$ cat config.mk
export PLATFORM = sky130hd
export DESIGN_NAME = hamming_controlador
export DESIGN_NICKNAME = d
export VERILOG_FILES = /design/src/rtl/hamming_pkg.sv /design/src/rtl/contador_saturante.sv /design/src/rtl/hamming_controlador.sv
export SDC_FILE = /design/constraint.sdc
export NUM_CORES = 1
export LEC_CHECK = 0
export BUFFER_PORTS_ARGS = -buffer_cell sky130_fd_sc_hd__buf_4
export CAP_MARGIN = 20
export CELL_PAD_IN_SITES_DETAIL_PLACEMENT = 2
export CELL_PAD_IN_SITES_GLOBAL_PLACEMENT = 2
export CORE_MARGIN = 2
export CORE_UTILIZATION = 30
export CTS_BUF_LIST = sky130_fd_sc_hd__clkbuf_8
export CTS_CLUSTER_SIZE = 16
export DETAILED_ROUTE_END_ITERATION = 16
export PLACE_DENSITY_LB_ADDON = 0.1
export SLEW_MARGIN = 25
export SYNTH_ARGS = -nofsm -noshare
export SYNTH_HDL_FRONTEND = slang
export SYNTH_HIERARCHICAL = 1
export SYNTH_SLANG_ARGS = --single-unit
$ cat constraint.sdc
create_clock -name reloj -period 2.7 [get_ports reloj]
set_clock_uncertainty 0.2 [all_clocks]
set_input_delay 0.27 -clock reloj [delete_from_list [all_inputs] [get_ports reloj]]
set_output_delay 0.27 -clock reloj [all_outputs]
set_load 0.02 [all_outputs]
$ cat src/rtl/hamming_pkg.sv
// Shared types and constants for the Hamming SEC/DED sequencer.
package hamming_pkg;

    typedef enum logic [2:0] {
        LIBRE     = 3'd0,
        CODIFICAR = 3'd1,
        INYECTAR  = 3'd2,
        ESPERA    = 3'd3,
        ENTREGAR  = 3'd4
    } estado_t;

    localparam int LAT_COD_DEF = 1;
    localparam int LAT_DEC_DEF = 2;
    localparam int PALABRA_W   = 8;
    localparam int DATO_W      = 4;

    // Returns {doble, simple}; an uncorrectable error suppresses the single-error flag.
    function automatic logic [1:0] resolver_banderas(input logic simple, input logic doble);
        return {doble, simple & ~doble};
    endfunction

endpackage

$ cat src/rtl/contador_saturante.sv
// Statistics counter that sticks at all-ones; clear has priority over increment.
module contador_saturante #(
    parameter int W = 16
) (
    input  logic         reloj,
    input  logic         reset,
    input  logic         inc,
    input  logic         borrar,
    output logic [W-1:0] valor
);

    // Counter register with saturation at the top value.
    always_ff @(posedge reloj) begin
        if (reset) begin
            valor <= '0;
        end else if (borrar) begin
            valor <= '0;
        end else if (inc && (valor != {W{1'b1}})) begin
            valor <= valor + W'(1);
        end else begin
            valor <= valor;
        end
    end

endmodule

$ cat src/rtl/hamming_controlador.sv
// Sequencer around the Hamming encoder / error injection / decoder datapath.
// Optional macro HAMMING_REINTENTO_EN re-runs a word without its mask after a double error.
module hamming_controlador
    import hamming_pkg::*;
#(
    parameter int LAT_COD        = LAT_COD_DEF,
    parameter int LAT_DEC        = LAT_DEC_DEF,
    parameter int CNT_W          = 16,
    parameter int MAX_REINTENTOS = 1
) (
    input  logic                 reloj,
    input  logic                 reset,
    input  logic                 dato_valido,
    output logic                 dato_listo,
    input  logic [DATO_W-1:0]    dato,
    input  logic [PALABRA_W-1:0] mascara,
    output logic [DATO_W-1:0]    cod_dato,
    input  logic [PALABRA_W-1:0] cod_palabra,
    output logic [PALABRA_W-1:0] dec_recibido,
    input  logic [DATO_W-1:0]    cor_corregido,
    input  logic                 cor_error_simple,
    input  logic                 cor_error_doble,
    output logic                 sal_valido,
    input  logic                 sal_listo,
    output logic [DATO_W-1:0]    sal_dato,
    output logic                 sal_simple,
    output logic                 sal_doble,
    output logic                 sal_reintentado,
    input  logic                 borrar_contadores,
    output logic [CNT_W-1:0]     cnt_palabras,
    output logic [CNT_W-1:0]     cnt_simples,
    output logic [CNT_W-1:0]     cnt_dobles,
    output logic [CNT_W-1:0]     cnt_reintentos
);

    localparam int LAT_MAX = (LAT_COD > LAT_DEC) ? LAT_COD : LAT_DEC;
    localparam int ESP_W   = (LAT_MAX < 2) ? 1 : $clog2(LAT_MAX);

    if ((LAT_COD < 1) || (LAT_DEC < 1) || (MAX_REINTENTOS < 0)) begin : g_param_invalido
        $error("hamming_controlador: LAT_COD and LAT_DEC must be >= 1, MAX_REINTENTOS >= 0");
    end

    estado_t              r_estado, w_estado_sig;
    logic [ESP_W-1:0]     r_espera, w_espera_sig;
    logic [PALABRA_W-1:0] r_mascara, w_mascara_sig;
    logic [PALABRA_W-1:0] r_palabra, w_palabra_sig;
    logic [PALABRA_W-1:0] r_dec_recibido, w_dec_sig;
    logic [DATO_W-1:0]    r_cod_dato, w_cod_sig;
    logic [DATO_W-1:0]    r_sal_dato, w_sal_dato_sig;
    logic                 r_dato_listo, w_dato_listo_sig;
    logic                 r_sal_valido, w_sal_valido_sig;
    logic                 r_sal_simple, w_sal_simple_sig;
    logic                 r_sal_doble, w_sal_doble_sig;
    logic [1:0]           w_banderas;
    logic                 w_acepta;
    logic                 w_entrega;
    logic                 w_fin_espera;
    logic                 w_reintentar;
    logic                 w_reintento;

    assign w_acepta     = (r_estado == LIBRE) && dato_valido && r_dato_listo;
    assign w_entrega    = (r_estado == ENTREGAR) && r_sal_valido && sal_listo;
    assign w_fin_espera = (r_estado == ESPERA) && (r_espera == '0);
    assign w_banderas   = resolver_banderas(cor_error_simple, cor_error_doble);
    assign w_reintento  = w_fin_espera && w_reintentar;

`ifdef HAMMING_REINTENTO_EN
    localparam int REI_W = (MAX_REINTENTOS < 1) ? 1 : $clog2(MAX_REINTENTOS + 1);

    logic [REI_W-1:0] r_reintentos;
    logic             r_sal_reintentado;

    assign w_reintentar = cor_error_doble && (r_reintentos < REI_W'(MAX_REINTENTOS));

    // Per-word retry budget and the "came from a retry" result flag.
    always_ff @(posedge reloj) begin
        if (reset) begin
            r_reintentos      <= '0;
            r_sal_reintentado <= 1'b0;
        end else begin
            if (w_acepta) begin
                r_reintentos <= '0;
            end else if (w_reintento) begin
                r_reintentos <= r_reintentos + REI_W'(1);
            end else begin
                r_reintentos <= r_reintentos;
            end
            if (w_fin_espera && !w_reintentar) begin
                r_sal_reintentado <= (r_reintentos != '0);
            end else begin
                r_sal_reintentado <= r_sal_reintentado;
            end
        end
    end

    assign sal_reintentado = r_sal_reintentado;
`else
    assign w_reintentar    = 1'b0;
    assign sal_reintentado = 1'b0;
`endif

    // Next-state and next-register values for the sequencer.
    always_comb begin
        w_estado_sig     = r_estado;
        w_espera_sig     = r_espera;
        w_mascara_sig    = r_mascara;
        w_palabra_sig    = r_palabra;
        w_dec_sig        = r_dec_recibido;
        w_cod_sig        = r_cod_dato;
        w_sal_dato_sig   = r_sal_dato;
        w_dato_listo_sig = r_dato_listo;
        w_sal_valido_sig = r_sal_valido;
        w_sal_simple_sig = r_sal_simple;
        w_sal_doble_sig  = r_sal_doble;
        case (r_estado)
            LIBRE: begin
                if (w_acepta) begin
                    w_cod_sig        = dato;
                    w_mascara_sig    = mascara;
                    w_espera_sig     = ESP_W'(LAT_COD - 1);
                    w_dato_listo_sig = 1'b0;
                    w_estado_sig     = CODIFICAR;
                end else begin
                    w_dato_listo_sig = 1'b1;
                end
            end
            CODIFICAR: begin
                if (r_espera == '0) begin
                    w_palabra_sig = cod_palabra;
                    w_estado_sig  = INYECTAR;
                end else begin
                    w_espera_sig = r_espera - ESP_W'(1);
                end
            end
            INYECTAR: begin
                w_dec_sig    = r_palabra ^ r_mascara;
                w_espera_sig = ESP_W'(LAT_DEC - 1);
                w_estado_sig = ESPERA;
            end
            ESPERA: begin
                if (r_espera != '0) begin
                    w_espera_sig = r_espera - ESP_W'(1);
                end else if (w_reintentar) begin
                    // Second pass without injected errors, encoder input still held.
                    w_mascara_sig = '0;
                    w_espera_sig  = ESP_W'(LAT_COD - 1);
                    w_estado_sig  = CODIFICAR;
                end else begin
                    w_sal_dato_sig   = cor_corregido;
                    w_sal_doble_sig  = w_banderas[1];
                    w_sal_simple_sig = w_banderas[0];
                    w_sal_valido_sig = 1'b1;
                    w_estado_sig     = ENTREGAR;
                end
            end
            ENTREGAR: begin
                if (w_entrega) begin
                    w_sal_valido_sig = 1'b0;
                    w_dato_listo_sig = 1'b1;
                    w_estado_sig     = LIBRE;
                end else begin
                    w_sal_valido_sig = 1'b1;
                end
            end
            default: begin
                w_sal_valido_sig = 1'b0;
                w_dato_listo_sig = 1'b1;
                w_estado_sig     = LIBRE;
            end
        endcase
    end

    // State and datapath registers.
    always_ff @(posedge reloj) begin
        if (reset) begin
            r_estado       <= LIBRE;
            r_espera       <= '0;
            r_mascara      <= '0;
            r_palabra      <= '0;
            r_dec_recibido <= '0;
            r_cod_dato     <= '0;
            r_sal_dato     <= '0;
            r_dato_listo   <= 1'b1;
            r_sal_valido   <= 1'b0;
            r_sal_simple   <= 1'b0;
            r_sal_doble    <= 1'b0;
        end else begin
            r_estado       <= w_estado_sig;
            r_espera       <= w_espera_sig;
            r_mascara      <= w_mascara_sig;
            r_palabra      <= w_palabra_sig;
            r_dec_recibido <= w_dec_sig;
            r_cod_dato     <= w_cod_sig;
            r_sal_dato     <= w_sal_dato_sig;
            r_dato_listo   <= w_dato_listo_sig;
            r_sal_valido   <= w_sal_valido_sig;
            r_sal_simple   <= w_sal_simple_sig;
            r_sal_doble    <= w_sal_doble_sig;
        end
    end

    assign dato_listo   = r_dato_listo;
    assign cod_dato     = r_cod_dato;
    assign dec_recibido = r_dec_recibido;
    assign sal_valido   = r_sal_valido;
    assign sal_dato     = r_sal_dato;
    assign sal_simple   = r_sal_simple;
    assign sal_doble    = r_sal_doble;

    contador_saturante #(.W(CNT_W)) u_cnt_palabras (
        .reloj  (reloj),
        .reset  (reset),
        .inc    (w_entrega),
        .borrar (borrar_contadores),
        .valor  (cnt_palabras)
    );

    contador_saturante #(.W(CNT_W)) u_cnt_simples (
        .reloj  (reloj),
        .reset  (reset),
        .inc    (w_entrega && r_sal_simple),
        .borrar (borrar_contadores),
        .valor  (cnt_simples)
    );

    contador_saturante #(.W(CNT_W)) u_cnt_dobles (
        .reloj  (reloj),
        .reset  (reset),
        .inc    (w_entrega && r_sal_doble),
        .borrar (borrar_contadores),
        .valor  (cnt_dobles)
    );

    contador_saturante #(.W(CNT_W)) u_cnt_reintentos (
        .reloj  (reloj),
        .reset  (reset),
        .inc    (w_reintento),
        .borrar (borrar_contadores),
        .valor  (cnt_reintentos)
    );

endmodule

==> run metrics <==
internal power summed over all cells=2.69 mW; outcome=completed; worst skew pair latency=0.39 ns; most congested layer reported by global routing=met2; final global-route overflow total=0; hold_ws=0.0419 ns; effective utilization at floorplan=30.3%; area of the die=19,100 µm²; drt pass-1 iters=4; Hold Crit Start=cor_error_simple; diode insertion count for antenna repair=0; antenna violations before repair=0; Max transition margin=49.0%; count of distinct cell types in the synthesized netlist=55; placeable core region=17,800 µm²; proportion of power drawn by flip-flops and latches=45.9%; worst min-delay path category=primary input to register; post-layout utilization of the core=38.7%; asr flop ratio synth=0%; path type of the worst setup path=register to register; Buffers on Ports=114; CP Data Required Time=2.82 ns; power dissipated by switching net loads=1.17 mW; count of final max-slew check failures=0; leading cell type in the layout, fill and taps excluded=sky130_fd_sc_hd__buf_4; count of flip-flops with a built-in enable after synthesis=0; setup tns final=0 ns; critical path launch point type=register; Final setup viols=0; clock edge transition at the registers on the reported setup and hold paths=0.10 ns; Die Y=138 µm; via count=4,954; cell type of the slowest stage on the worst timing path=sky130_fd_sc_hd__a211oi_1; global-route track usage on met1=21.6%; CP max stage delay=0.37 ns; number of vias per cell=5.20; area growth from synthesis to layout=27.7%; gp weighted congestion=0.749; maximum fanout count along the critical path=7; Critical Path Sink Type=register; Syn Area/Cell=9.20 µm²; worst reg-to-reg setup slack=0.26 ns; Post-route DRC=0; number of cell instances on the worst register-to-register path=7; maximum number of pins on one net before global-route repair=42; level count of the clock H-tree=3; number of cells produced by synthesis=586; vias in the first global route=5,377; Bufs on Longest Clock Path=2; FMAX=410 MHz; summed instance area of the synthesized netlist=5390 µm²; post-layout minimum cycle time=2.44 ns; HPWL reported at the end of detailed placement=11,900 µm; number of DRC violations after detailed-routing iteration 0=130; Worst Hold End=sal_simple; Clock power frac=32.1%; met2 usage in global routing=31.6%; final count of hold timing violations=0; Crit path arrival time=2.56 ns; Routed Antenna Nets=0; number of cells after detailed placement=911; Routed Wire Length=16,700 µm; unrepaired setup endpoints after global routing=false; clock tree from TritonCTS=built; Sw Ratio=30.3%; number of cells on the worst hold path=3; layout cells sized above 1=27.0%; crit share post-route=90.4%; top-level port count=116; power share of the combinational group=22.1%; number of synthesized register bits=104; ordered list of cells on the worst path=nor2_1 > and4_2 > and2_1 > and3_1 > nand3_1 > a211oi_1 > mux2i_1; Reg2Reg Launch Point=r_estado[1]; highest-count cells in the layout ignoring fill and taps=124 x sky130_fd_sc_hd__buf_4, 104 x sky130_fd_sc_hd__dfxtp_1, 71 x sky130_fd_sc_hd__nand2_1, 41 x sky130_fd_sc_hd__mux2i_1, 36 x sky130_fd_sc_hd__a21oi_1; Power per Cell Area=559 nW/µm²; number of CTS-inserted buffers=9; global-route wire length before repair=28,100 µm; register area share after synthesis=38.6%; Sinks on Clock Net=104; die width=138 µm; Row Count=49; GR met3 Demand/Resource=3.81%; number of inserted filler cells in the final layout=1,972; leakage power=2.67 nW; number of cells in the finished layout apart from fillers=952; post-detailed-route wirelength per cell=17.6 µm; transition time at the pin with the least slew margin=0.764 ns; total number of yosys warnings=6; capturing point of the worst reg2reg path=u_cnt_simples/valor[15]; worst supply voltage drop on vdd=0.283 mV; Layout Nets=753; gr usage total=17.8%; Maximum Capacitance Violations=0; most frequently used flop master after synthesis=sky130_fd_sc_hd__dfxtp_1; clk root buf=sky130_fd_sc_hd__clkbuf_8
-- synth_stat cells (all sizes together), types with 4 or more instances --
master / count / area (µm²)
dlygate4sd1: 4 / 35.0
a21boi: 4 / 30.0
ha: 4 / 50.1
a311oi: 4 / 35.0
a211oi: 24 / 205
o2111a: 4 / 45.0
clkbuf: 8 / 37.5
mux2i: 41 / 410
a31oi: 17 / 106
nor2: 22 / 82.6
buf: 21 / 174
and2: 18 / 123
or2: 4 / 25.0
o2111ai: 4 / 35.0
nand3: 21 / 105
or3: 29 / 196
nand4: 16 / 160
a21oi: 36 / 180
a2111o: 8 / 90.1
nand2b: 25 / 156
a41o: 4 / 40.0
nand2: 71 / 267
nor3: 13 / 110
dfxtp: 104 / 2080
o21ai: 25 / 125
and3: 24 / 195
inv: 5 / 18.8
and4: 5 / 53.8
xnor2: 9 / 78.8
-- stage by stage --
step / instance area (µm²) / total power, mW / setup WS (ns)
global route: 6890 / 4.08 / 0.0443
global placement: 6380 / 2.60 / 0.374
floorplan: 5410 / 2.34 / 0.483
finish: 6890 / 3.85 / 0.260
detailed placement: 6380 / 2.64 / 0.194
CTS: 6880 / 3.92 / 0.159
-- worst max path at each step --
stage / start / to / slack [ns] / cells past startpoint
after floorplan: r_estado[1] / u_cnt_dobles/valor[12] / 0.48 / 9
after global placement: r_estado[1] / u_cnt_simples/valor[15] / 0.37 / 7
after detailed placement: r_estado[1] / u_cnt_dobles/valor[15] / 0.19 / 7
after CTS: r_estado[1] / u_cnt_dobles/valor[15] / 0.16 / 7
after global routing: r_estado[1] / u_cnt_dobles/valor[11] / 0.04 / 7
final: r_estado[1] / u_cnt_simples/valor[15] / 0.26 / 7
-- what timing repair did --
action	CTS	global route
hold buffers	25	0
gates resized for setup	0	2
endpoints found under the setup margin	0	2
endpoints found under the hold margin	26	0
buffers inserted	0	0
-- flip-flops by register name (all words and copies together), names as in the netlist --
register                count
cod_dato                    4
u_cnt_simples/valor        16
r_espera                    1
dec_recibido                8
u_cnt_dobles/valor         16
u_cnt_reintentos/valor     16
r_estado                    3
sal_simple                  1
sal_dato                    4
sal_doble                   1
sal_valido                  1
r_mascara                   8
dato_listo                  1
r_palabra                   8
u_cnt_palabras/valor       16
-- area by class of cell --
cell class / count / area, µm² / share of cell area [%]
timing repair buffer: 149 / 1180 / 17.2
sequential: 104 / 2080 / 30.2
clock inverter: 7 / 125 / 1.82
clock buffer: 9 / 124 / 1.80
multi-input combinational: 449 / 3070 / 44.6
tap: 229 / 287 / 4.16
inverter: 5 / 18.8 / 0.273
-- power by group through the flow --
stage          clock network [mW]  logic (mW)  registers, mW
2_1_floorplan                   0       0.480           1.86
5_1_grt                      1.36       0.937           1.78
6_report                     1.24       0.851           1.77
4_1_cts                      1.29       0.867           1.77
3_5_place_dp                    0       0.833           1.80
3_3_place_gp                    0       0.803           1.79
-- logic make-up (layout without fill, tap and decap cells) --
| kind of cell | Yosys count | in the layout | synth area share, % |
|---|---|---|---|
| and+or+nand+nor | 257 | 257 | 29.5 |
| adders and majority gates | 4 | 4 | 0.929 |
| other | 1 | 6 | 0.0696 |
| muxes | 41 | 41 | 7.61 |
| DFF | 104 | 104 | 38.6 |
| AOI/OAI and AO/OA | 132 | 132 | 16.9 |
| xor gates and xnor gates | 9 | 9 | 1.46 |
| buffers and inverters | 38 | 170 | 4.92 |
-- routing by layer --
layer  wire length [µm]  vias up  part of all wire (%)
met5                  0        -                     0
met4                240        0                   1.4
li1                   -     2417                     -
met1               7520     2446                    45
met2               8320       75                    50
met3                636       16                   3.8
-- critical path, delay by kind of cell, from the launching register on --
family	cells	cell delay [ns]
flip-flops	1	0.33
multiplexers	1	0.24
AND/OR/NAND/NOR	5	1.23
AO/OA/AOI/OAI	1	0.37
No activity file was read; power rests on OpenSTA's default activity.
